## src/rtl/pc_gen.sv

```systemverilog
// pc_gen -- fetch-stage program-counter generator.
//
// Registers the next fetch address chosen, highest priority first, from a
// trap, a branch redirect, a redirect held back by a stall, a return-address
// stack prediction, or the sequential successor. Misaligned trap and redirect
// targets are rejected with a one-cycle misaligned pulse.
//
// Ports:
//   clk, rst        clock; asynchronous active-high reset
//   en              advance enable (0 = stall)
//   trap_valid      take trap_vector this cycle, regardless of en
//   trap_vector     trap target
//   redirect_valid  branch/jump resolution redirect
//   redirect_pc     redirect target
//   inst_len16      current instruction is 16-bit (only when COMPRESSED=1)
//   pred_call       current instruction is a call: push return address
//   pred_ret        current instruction is a return: pop and predict
//   pc              current fetch address
//   pc_seq          pc + step, combinational
//   pending         a redirect is latched, waiting for the stall to clear
//   misaligned      one-cycle pulse when a target was rejected
//   ras_count       number of valid return-address stack entries
module pc_gen #(
  parameter int                 XLEN         = 32,
  parameter logic [XLEN-1:0]    RESET_VECTOR = '0,
  parameter int                 RAS_DEPTH    = 4,
  parameter int                 COMPRESSED   = 0
) (
  input  logic                           clk,
  input  logic                           rst,
  input  logic                           en,
  input  logic                           trap_valid,
  input  logic [XLEN-1:0]                trap_vector,
  input  logic                           redirect_valid,
  input  logic [XLEN-1:0]                redirect_pc,
  input  logic                           inst_len16,
  input  logic                           pred_call,
  input  logic                           pred_ret,
  output logic [XLEN-1:0]                pc,
  output logic [XLEN-1:0]                pc_seq,
  output logic                           pending,
  output logic                           misaligned,
  output logic [$clog2(RAS_DEPTH):0]     ras_count
);

  localparam int PW = $clog2(RAS_DEPTH);
  localparam int CW = PW + 1;

  typedef enum logic {
    ST_IDLE,
    ST_PEND
  } state_e;

  state_e          state_q, state_d;
  logic [XLEN-1:0] pc_q, pc_d;
  logic [XLEN-1:0] pend_pc_q, pend_pc_d;
  logic            mis_q, mis_d;
  logic [PW-1:0]   ras_ptr_q, ras_ptr_d;   // next write slot; top is ptr-1
  logic [CW-1:0]   ras_cnt_q, ras_cnt_d;

  logic [XLEN-1:0] ras_mem [RAS_DEPTH];
  logic            ras_we;
  logic [PW-1:0]   ras_waddr;
  logic [XLEN-1:0] ras_wdata;

  logic [XLEN-1:0] step;
  logic [PW-1:0]   top_idx;
  logic [XLEN-1:0] ras_top;
  logic            ras_full;

  function automatic logic is_misaligned(input logic [XLEN-1:0] addr);
    return addr[0] | ((COMPRESSED == 0) & addr[1]);
  endfunction

  assign step     = (COMPRESSED != 0 && inst_len16) ? XLEN'(2) : XLEN'(4);
  assign pc_seq   = pc_q + step;              // wraps modulo 2^XLEN
  assign top_idx  = ras_ptr_q - PW'(1);
  assign ras_top  = ras_mem[top_idx];
  assign ras_full = (ras_cnt_q == CW'(RAS_DEPTH));

  // NOTE: every output of this block gets a default first so no path can
  // leave a signal unassigned and infer a latch.
  always_comb begin
    pc_d      = pc_q;
    pend_pc_d = pend_pc_q;
    state_d   = state_q;
    mis_d     = 1'b0;
    ras_ptr_d = ras_ptr_q;
    ras_cnt_d = ras_cnt_q;
    ras_we    = 1'b0;
    ras_waddr = ras_ptr_q;
    ras_wdata = pc_seq;

    if (trap_valid) begin
      // A bad trap target still wins over any redirect; it just isn't taken.
      if (is_misaligned(trap_vector)) begin
        mis_d = 1'b1;
      end else begin
        pc_d    = trap_vector;
        state_d = ST_IDLE;
      end
    end else if (redirect_valid) begin
      if (is_misaligned(redirect_pc)) begin
        mis_d = 1'b1;
      end else if (en) begin
        pc_d    = redirect_pc;
        state_d = ST_IDLE;
      end else begin
        // Newer redirect during the same stall overwrites the latched one.
        pend_pc_d = redirect_pc;
        state_d   = ST_PEND;
      end
    end else if (en) begin
      if (state_q == ST_PEND) begin
        pc_d    = pend_pc_q;
        state_d = ST_IDLE;
      end else if (pred_ret && ras_cnt_q != '0) begin
        pc_d = ras_top;
        if (pred_call) begin
          // Call+return: replace the top in place, depth unchanged.
          ras_we    = 1'b1;
          ras_waddr = top_idx;
        end else begin
          ras_ptr_d = top_idx;
          ras_cnt_d = ras_cnt_q - CW'(1);
        end
      end else begin
        pc_d = pc_seq;
        if (pred_call) begin
          // Circular buffer: when full the push lands on the oldest entry.
          ras_we    = 1'b1;
          ras_ptr_d = ras_ptr_q + PW'(1);
          if (!ras_full) ras_cnt_d = ras_cnt_q + CW'(1);
        end
      end
    end
  end

  // NOTE: state registers use non-blocking assignments so every flop samples
  // the pre-edge values computed by the combinational block.
  always_ff @(posedge clk or posedge rst) begin
    if (rst) begin
      pc_q      <= RESET_VECTOR;
      pend_pc_q <= '0;
      state_q   <= ST_IDLE;
      mis_q     <= 1'b0;
      ras_ptr_q <= '0;
      ras_cnt_q <= '0;
    end else begin
      pc_q      <= pc_d;
      pend_pc_q <= pend_pc_d;
      state_q   <= state_d;
      mis_q     <= mis_d;
      ras_ptr_q <= ras_ptr_d;
      ras_cnt_q <= ras_cnt_d;
    end
  end

  // NOTE: the stack storage is deliberately not reset; ras_count=0 marks all
  // entries invalid, so clearing them would only add reset fan-out.
  always_ff @(posedge clk) begin
    if (ras_we) ras_mem[ras_waddr] <= ras_wdata;
  end

  assign pc         = pc_q;
  assign pending    = (state_q == ST_PEND);
  assign misaligned = mis_q;
  assign ras_count  = ras_cnt_q;

endmodule
```

## config.mk

```make
export PLATFORM = sky130hd
export DESIGN_NAME = pc_gen
export DESIGN_NICKNAME = d
export VERILOG_FILES = /design/src/rtl/pc_gen.sv
export SDC_FILE = /design/constraint.sdc
export NUM_CORES = 1
export LEC_CHECK = 0
export BUFFER_PORTS_ARGS = -buffer_cell sky130_fd_sc_hd__buf_2
export CORE_ASPECT_RATIO = 1.75
export CORE_MARGIN = 10
export CORE_UTILIZATION = 62
export DETAILED_ROUTE_END_ITERATION = 10
export PLACE_DENSITY = 0.86
export SLEW_MARGIN = 30
export SYNTH_ARGS = -nofsm -noshare
export SYNTH_HDL_FRONTEND = slang
export SYNTH_SLANG_ARGS = --single-unit
```

## constraint.sdc

```tcl
create_clock -name clk -period 6.8 [get_ports clk]
set_clock_uncertainty 0.05 [all_clocks]
set_input_delay 2.04 -clock clk [delete_from_list [all_inputs] [get_ports clk]]
set_output_delay 2.04 -clock clk [all_outputs]
set_load 0.03 [all_outputs]
```

# ---- Word level (Yosys, flattened, before mapping)
# Memory sizes are Yosys's and may differ from the RTL's.
# Index checks and enable logic that the tools add are counted.
# W data, S select, Z words.
dict set report word_totals {
  regBits 71
  latch_bits 0
  ram_bits 128
  mem_bits_ro 0
  inputBits 72
  out_inout_bits 69
  memories 1
}
dict set report op_classes {
  addsub 5
  multipliers 0
  div_mod_pow 0
  magnitude_cmp 0
  eq_ne 5
  shifts 0
  n_mux 38
  bitwise 7
  reduce_logical 10
}
# memory words width read_ports rd_ports_with_merged_regs write_ports line
set mem_list {}
lappend mem_list {ras_mem 4 32 1 0 1 61} ;# logic [XLEN-1:0] ras_mem [RAS_DEPTH];
# operator n
set op_table {}
lappend op_table {{$mux W32} 8}
lappend op_table {{$add A32 B3 Y32 const B} 1}
lappend op_table {{$mux W2} 9}
lappend op_table {{$mux W1} 17}
lappend op_table {{$mux W3} 4}
lappend op_table {{$reduce_bool A3 Y1} 3}
lappend op_table {{$reduce_and A4 Y1} 2}
lappend op_table {{$reduce_and A7 Y1} 1}
lappend op_table {{$reduce_and A6 Y1} 1}
lappend op_table {{$not A1 Y1} 5}
lappend op_table {{$ne A2 B2 Y1 const B} 2}
lappend op_table {{$add A3 B1 Y3 const B} 1}
lappend op_table {{$eq A3 B3 Y1 const B} 1}
lappend op_table {{$ne A3 B3 Y1 const B} 1}
lappend op_table {{$reduce_and A3 Y1} 1}
lappend op_table {{$sub A3 B1 Y3 const B} 1}
lappend op_table {{$add A2 B1 Y2 const B} 1}
lappend op_table {{$ne A2 B1 Y1 const B} 1}
lappend op_table {{$or A1 B1 Y1} 2}
lappend op_table {{$reduce_bool A2 Y1} 1}
lappend op_table {{$sub A2 B1 Y2 const B} 1}
lappend op_table {{$logic_and A1 B1 Y1} 1}

# ---- Logic depth before layout (Yosys ltp)
dict set report depth {
  depth_word 7
  mapped_depth 8
  depth_no_buf 7
}

# ---- Worst setup path before layout
# Ideal clock, no wire load.
dict set report synth_timing {
  kind {input port to flip-flop}
  startpoint {input pred_ret}
  endpoint {memory ras_mem[3][0], enable pin}
  t_arrival_ns 4.543
  t_required_ns 6.318
  path_slack_ns 1.775
  stages 5
  n_path_buf 1
  cell_sequence {o31a_1 clkinv_1 clkbuf_1 or3_1 a21oi_1}
}
dict set report synth_via {
  elab_chain_cells 6
}
# element line
set synth_rtl {}
lappend synth_rtl {{start, declared} 38} ;# input logic pred_ret,
lappend synth_rtl {{$logic_and A1 B1 Y1} 117} ;# end else if (pred_ret && ras_cnt_q != '0) begin
lappend synth_rtl {{$mux W2} 117}
lappend synth_rtl {{$mux W2} 114} ;# if (state_q == ST_PEND) begin
lappend synth_rtl {{$mux W2} 113} ;# end else if (en) begin
lappend synth_rtl {{$mux W2} 102} ;# end else if (redirect_valid) begin
lappend synth_rtl {{$mux W2} 94} ;# if (trap_valid) begin
lappend synth_rtl {{end, declared} 61}
# No other way between the ends.

# ---- Final worst setup path
dict set report layout_timing {
  startpoint {register pc_q[2], in the netlist pc[2]}
  endpoint {output pc_seq[30]}
}
dict set report layout_via {
  elab_chain_cells 1
}
# element line
set layout_rtl {}
lappend layout_rtl {{start, declared} 55} ;# logic [XLEN-1:0] pc_q, pc_d;
lappend layout_rtl {{start signal, assigned} 150} ;# pc_q <= pc_d;
lappend layout_rtl {{$add A32 B3 Y32} 76} ;# assign pc_seq = pc_q + step;
lappend layout_rtl {{end, declared} 40} ;# output logic [XLEN-1:0] pc_seq,
# No other way between the ends.

==> results.yml <==
run_status:
  result_of_the_run: "complete, no violations"
detailed_routing:
  route.detailed.vias_per_inst: 7.219
  finalWirelength_mm: 28.80
  wl_per_cell_um: 28.18
  detail-route-antenna-nets: 0
  number_of_optimization_iterations_in_the_first_detailed_route_pass: 7
  detail_route.iter0.violations: 954
  vias: 7378
  drc_errors: 0
pwr:
  clock_network_fraction_of_design_power_pct: 25.6
  power.share.combinational_pct: 32.2
  p_leak_nw: 4.092
  power.sequential.fraction_pct: 42.2
  intPower_mw: 2.412
  sw_frac_of_total_pct: 36.92
  vdd_ir_drop_max_mv: 0.2245
  p_sw_mw: 1.412
  power_density_nw_per_um2: 352.2
setup_path:
  endpoint_kind: "output port"
  regToRegStartpoint: "ras_count[1]"
  rr_endpoint: "ras_mem[3][29]"
  path_max_fanout: 5
  cp.required_ns: 4.71
  crit_path_arrival_time_ns: 3.21
  worst_setup_path_start_kind: "flip-flop"
  r2r_setup_slack_ns: 3.58
  criticalPathCategory: "flip-flop to output port"
  r2r_cells: 6
run:
  maxCapViolCount: 0
final_layout:
  antennaDiodeCount: 0
  post_route_cells_drive_above_1_share_pct: 33.13
  final_cell_mix: "139 x sky130_fd_sc_hd__buf_2, 128 x sky130_fd_sc_hd__edfxtp_1, 70 x sky130_fd_sc_hd__dfrtp_1"
  final.fill_count: 914
  layout.cells.most_common: "sky130_fd_sc_hd__buf_2"
  design.final.nets: 902
  utilization_pct: 73.16
  synthToLayoutAreaGrowth_pct: 16.11
grt:
  antenna_found_initial: 0
  grt_start_max_net_pins: 72
  first_global_vias: 7642
  grt.total_usage_pct: 27.39
  grt_pass1_wl_mm: 43.72
  grt_remaining_overflow: 0
synthesis:
  synth-main-ff-cell: "sky130_fd_sc_hd__edfxtp_1"
  yosys_warnings: 0
  postSynthAreaPerCell_um2: 13.45
  synth_cell_type_count: 69
  part_of_the_yosys_area_used_for_sequential_elements_pct: 60.12
  ys_seq_elements: 199
  syn-instance-count: 695
  synth_nets: 771
  synthArstFlopShare_pct: 35.68
  syn-cell-area_um2: 9349
  synth-edff-count: 128
sta:
  setup_viol: 0
  setup_tns_ns: 0
  slew-limit-headroom_pct: 39.13
  post-route-min-period_ns: 5.305
  drv_slew: 0
  maxClockFrequency_mhz: 188.5
  tightestPinTransition_ns: 0.9097
  final_clock_period_utilization_by_the_worst_path_pct: 78.01
  rsz_0062_raised_after_global_routing: "no"
  timing.final.hold_violations: 0
min_path:
  min_delay_path_depth: 1
  hold_crit_endpoint: "pend_pc_q[1]"
  hold_path.class: "flip-flop to flip-flop"
  hold_path_startpoint: "pend_pc_q[1]"
place:
  placement.io_buffers: 139
  detailedPlacementHpwl_mm: 18.61
  routability_congestion_estimate_from_global_placement: 0.9083
clock_tree:
  cts_clock_pin_slew_for_the_worst_setup_and_hold_paths_ns: 0.07
  clock_tree.htree_level_count: 4
  tritoncts: "built"
  cts_hold_buf: 0
  tritoncts_buffers: 17
  cts-root-buf: "sky130_fd_sc_hd__clkbuf_16"
  post_cts_setup_inserts: 0
  clk_latency_ns: 0.43
  clock-sinks: 199
  clk_path_buf_depth: 2
  post_cts_resized: 0
floorplanning:
  i_o_pin_count: 141
  die-width_um: 112.8
  core.rowCount: 59
  floorplan.initialDensity_pct: 63.01
  fp.coreArea_um2: 14840
  fp.dieH_um: 182.4
  die-area_um2: 20580
-- per-stage QoR --
stage	std cells	hold WS [ns]	power [mW]	setup WS [ns]	instance area [µm²]
2_1_floorplan	695	0.4081	2.453	1.775	9349
3_3_place_gp	990	0.4346	2.783	1.804	10260
3_5_place_dp	990	0.4412	2.837	1.949	10270
4_1_cts	1022	0.4569	3.808	1.577	10850
5_1_grt	1022	0.4721	3.959	1.369	10860
6_report	1022	0.4541	3.824	1.495	10860
-- power by group through the flow --
stage,logic (mW),clock network (mW),registers [mW]
6_report,1.23,0.979,1.61
5_1_grt,1.31,1.03,1.62
4_1_cts,1.22,0.981,1.60
3_5_place_dp,1.21,0,1.63
3_3_place_gp,1.17,0,1.61
2_1_floorplan,0.763,0,1.69
-- per-layer routing --
layer / vias up / GRT usage (%) / part of all wire, %
met1: 3617 / 31.21 / 33
met4: 0 / 14.93 / 5.5
met2: 628 / 46.23 / 51
met5: - / 0 / 0
met3: 146 / 6.338 / 10
li1: 2987 / - / -
-- worst max-delay path, stage by stage (launching register included) --
cell,delay [ns]
sky130_fd_sc_hd__dfrtp_1,0.42
sky130_fd_sc_hd__ha_1,0.31
sky130_fd_sc_hd__nand4_1,0.26
sky130_fd_sc_hd__or3_2,0.56
sky130_fd_sc_hd__nor2_1,0.31
sky130_fd_sc_hd__nand2_1,0.17
sky130_fd_sc_hd__xnor2_1,0.44
sky130_fd_sc_hd__buf_2,0.30
-- worst max-delay path by stage --
| stage | startpoint | slack, ns | to |
|---|---|---|---|
| CTS | pc[2] | 1.58 | pc_seq[30] |
| finish | pc[2] | 1.50 | pc_seq[30] |
| floorplan | pred_ret | 1.78 | ras_mem[3][0] |
| global route | pc[3] | 1.37 | pc_seq[26] |
| detailed placement | pred_ret | 1.95 | pc[25] |
| global placement | pc[3] | 1.80 | pc_seq[26] |
-- cell type report --
type / instances / area [µm²] / share of cell area [%]
Multi-Input combinational cell: 435 / 3540 / 32.61
Clock inverter: 14 / 135.1 / 1.245
Tap cell: 183 / 229.0 / 2.109
Timing Repair Buffer: 156 / 827.0 / 7.619
Inverter: 17 / 63.81 / 0.5878
Sequential cell: 199 / 5622 / 51.79
Clock buffer: 18 / 439.2 / 4.046
-- synth_stat cells (4+ instances only) --
cell | number | area (µm²)
sky130_fd_sc_hd__or3_1 | 5 | 31.28
sky130_fd_sc_hd__nor3_1 | 18 | 90.09
sky130_fd_sc_hd__o31a_1 | 6 | 52.55
sky130_fd_sc_hd__xor2_1 | 9 | 78.83
sky130_fd_sc_hd__o31ai_1 | 10 | 75.07
sky130_fd_sc_hd__nand2b_1 | 12 | 75.07
sky130_fd_sc_hd__a31oi_1 | 9 | 56.30
sky130_fd_sc_hd__a211oi_1 | 5 | 37.54
sky130_fd_sc_hd__o311ai_0 | 6 | 52.55
sky130_fd_sc_hd__o22ai_1 | 5 | 31.28
sky130_fd_sc_hd__a221oi_1 | 9 | 78.83
sky130_fd_sc_hd__buf_2 | 5 | 25.02
sky130_fd_sc_hd__dfrtp_1 | 71 | 1777
sky130_fd_sc_hd__inv_1 | 16 | 60.06
sky130_fd_sc_hd__a21oi_1 | 14 | 70.07
sky130_fd_sc_hd__o21ai_0 | 30 | 150.1
sky130_fd_sc_hd__nand2_1 | 45 | 168.9
sky130_fd_sc_hd__edfxtp_1 | 128 | 3844
sky130_fd_sc_hd__nor4_1 | 6 | 37.54
sky130_fd_sc_hd__and2_1 | 5 | 31.28
sky130_fd_sc_hd__mux4_2 | 32 | 720.7
sky130_fd_sc_hd__a22oi_1 | 6 | 45.04
sky130_fd_sc_hd__nor2b_1 | 4 | 25.02
sky130_fd_sc_hd__o221ai_1 | 4 | 35.03
sky130_fd_sc_hd__and3_1 | 5 | 31.28
sky130_fd_sc_hd__nor2_1 | 36 | 135.1
sky130_fd_sc_hd__mux2_2 | 29 | 326.6
sky130_fd_sc_hd__nand3_1 | 18 | 90.09
sky130_fd_sc_hd__a221o_1 | 8 | 80.08
sky130_fd_sc_hd__o21bai_1 | 4 | 30.03
sky130_fd_sc_hd__o21a_1 | 8 | 60.06
sky130_fd_sc_hd__nand4_1 | 12 | 75.07
sky130_fd_sc_hd__clkbuf_1 | 34 | 127.6
sky130_fd_sc_hd__xnor2_1 | 21 | 183.9
-- registers in the layout, indices dropped and copies added (netlist names) --
register,flops
misaligned,1
ras_count,3
pc,32
pend_pc_q,32
pending,1
ras_ptr_q,2
ras_mem,128
-- logic make-up (layout without fill, tap and decap cells) --
logic type                 Yosys count  after routing  share of synthesized area (%)
AOI/OAI and AO/OA                  153            153                          11.96
buffers and inverters               61            205                          2.690
adders and majority gates            4              4                         0.6157
muxes                               64             64                          11.54
and+or+nand+nor                    184            184                          10.27
DFF                                199            199                          60.12
xor gates and xnor gates            30             30                          2.811
Note: power is estimated with default switching activity, not from simulation.
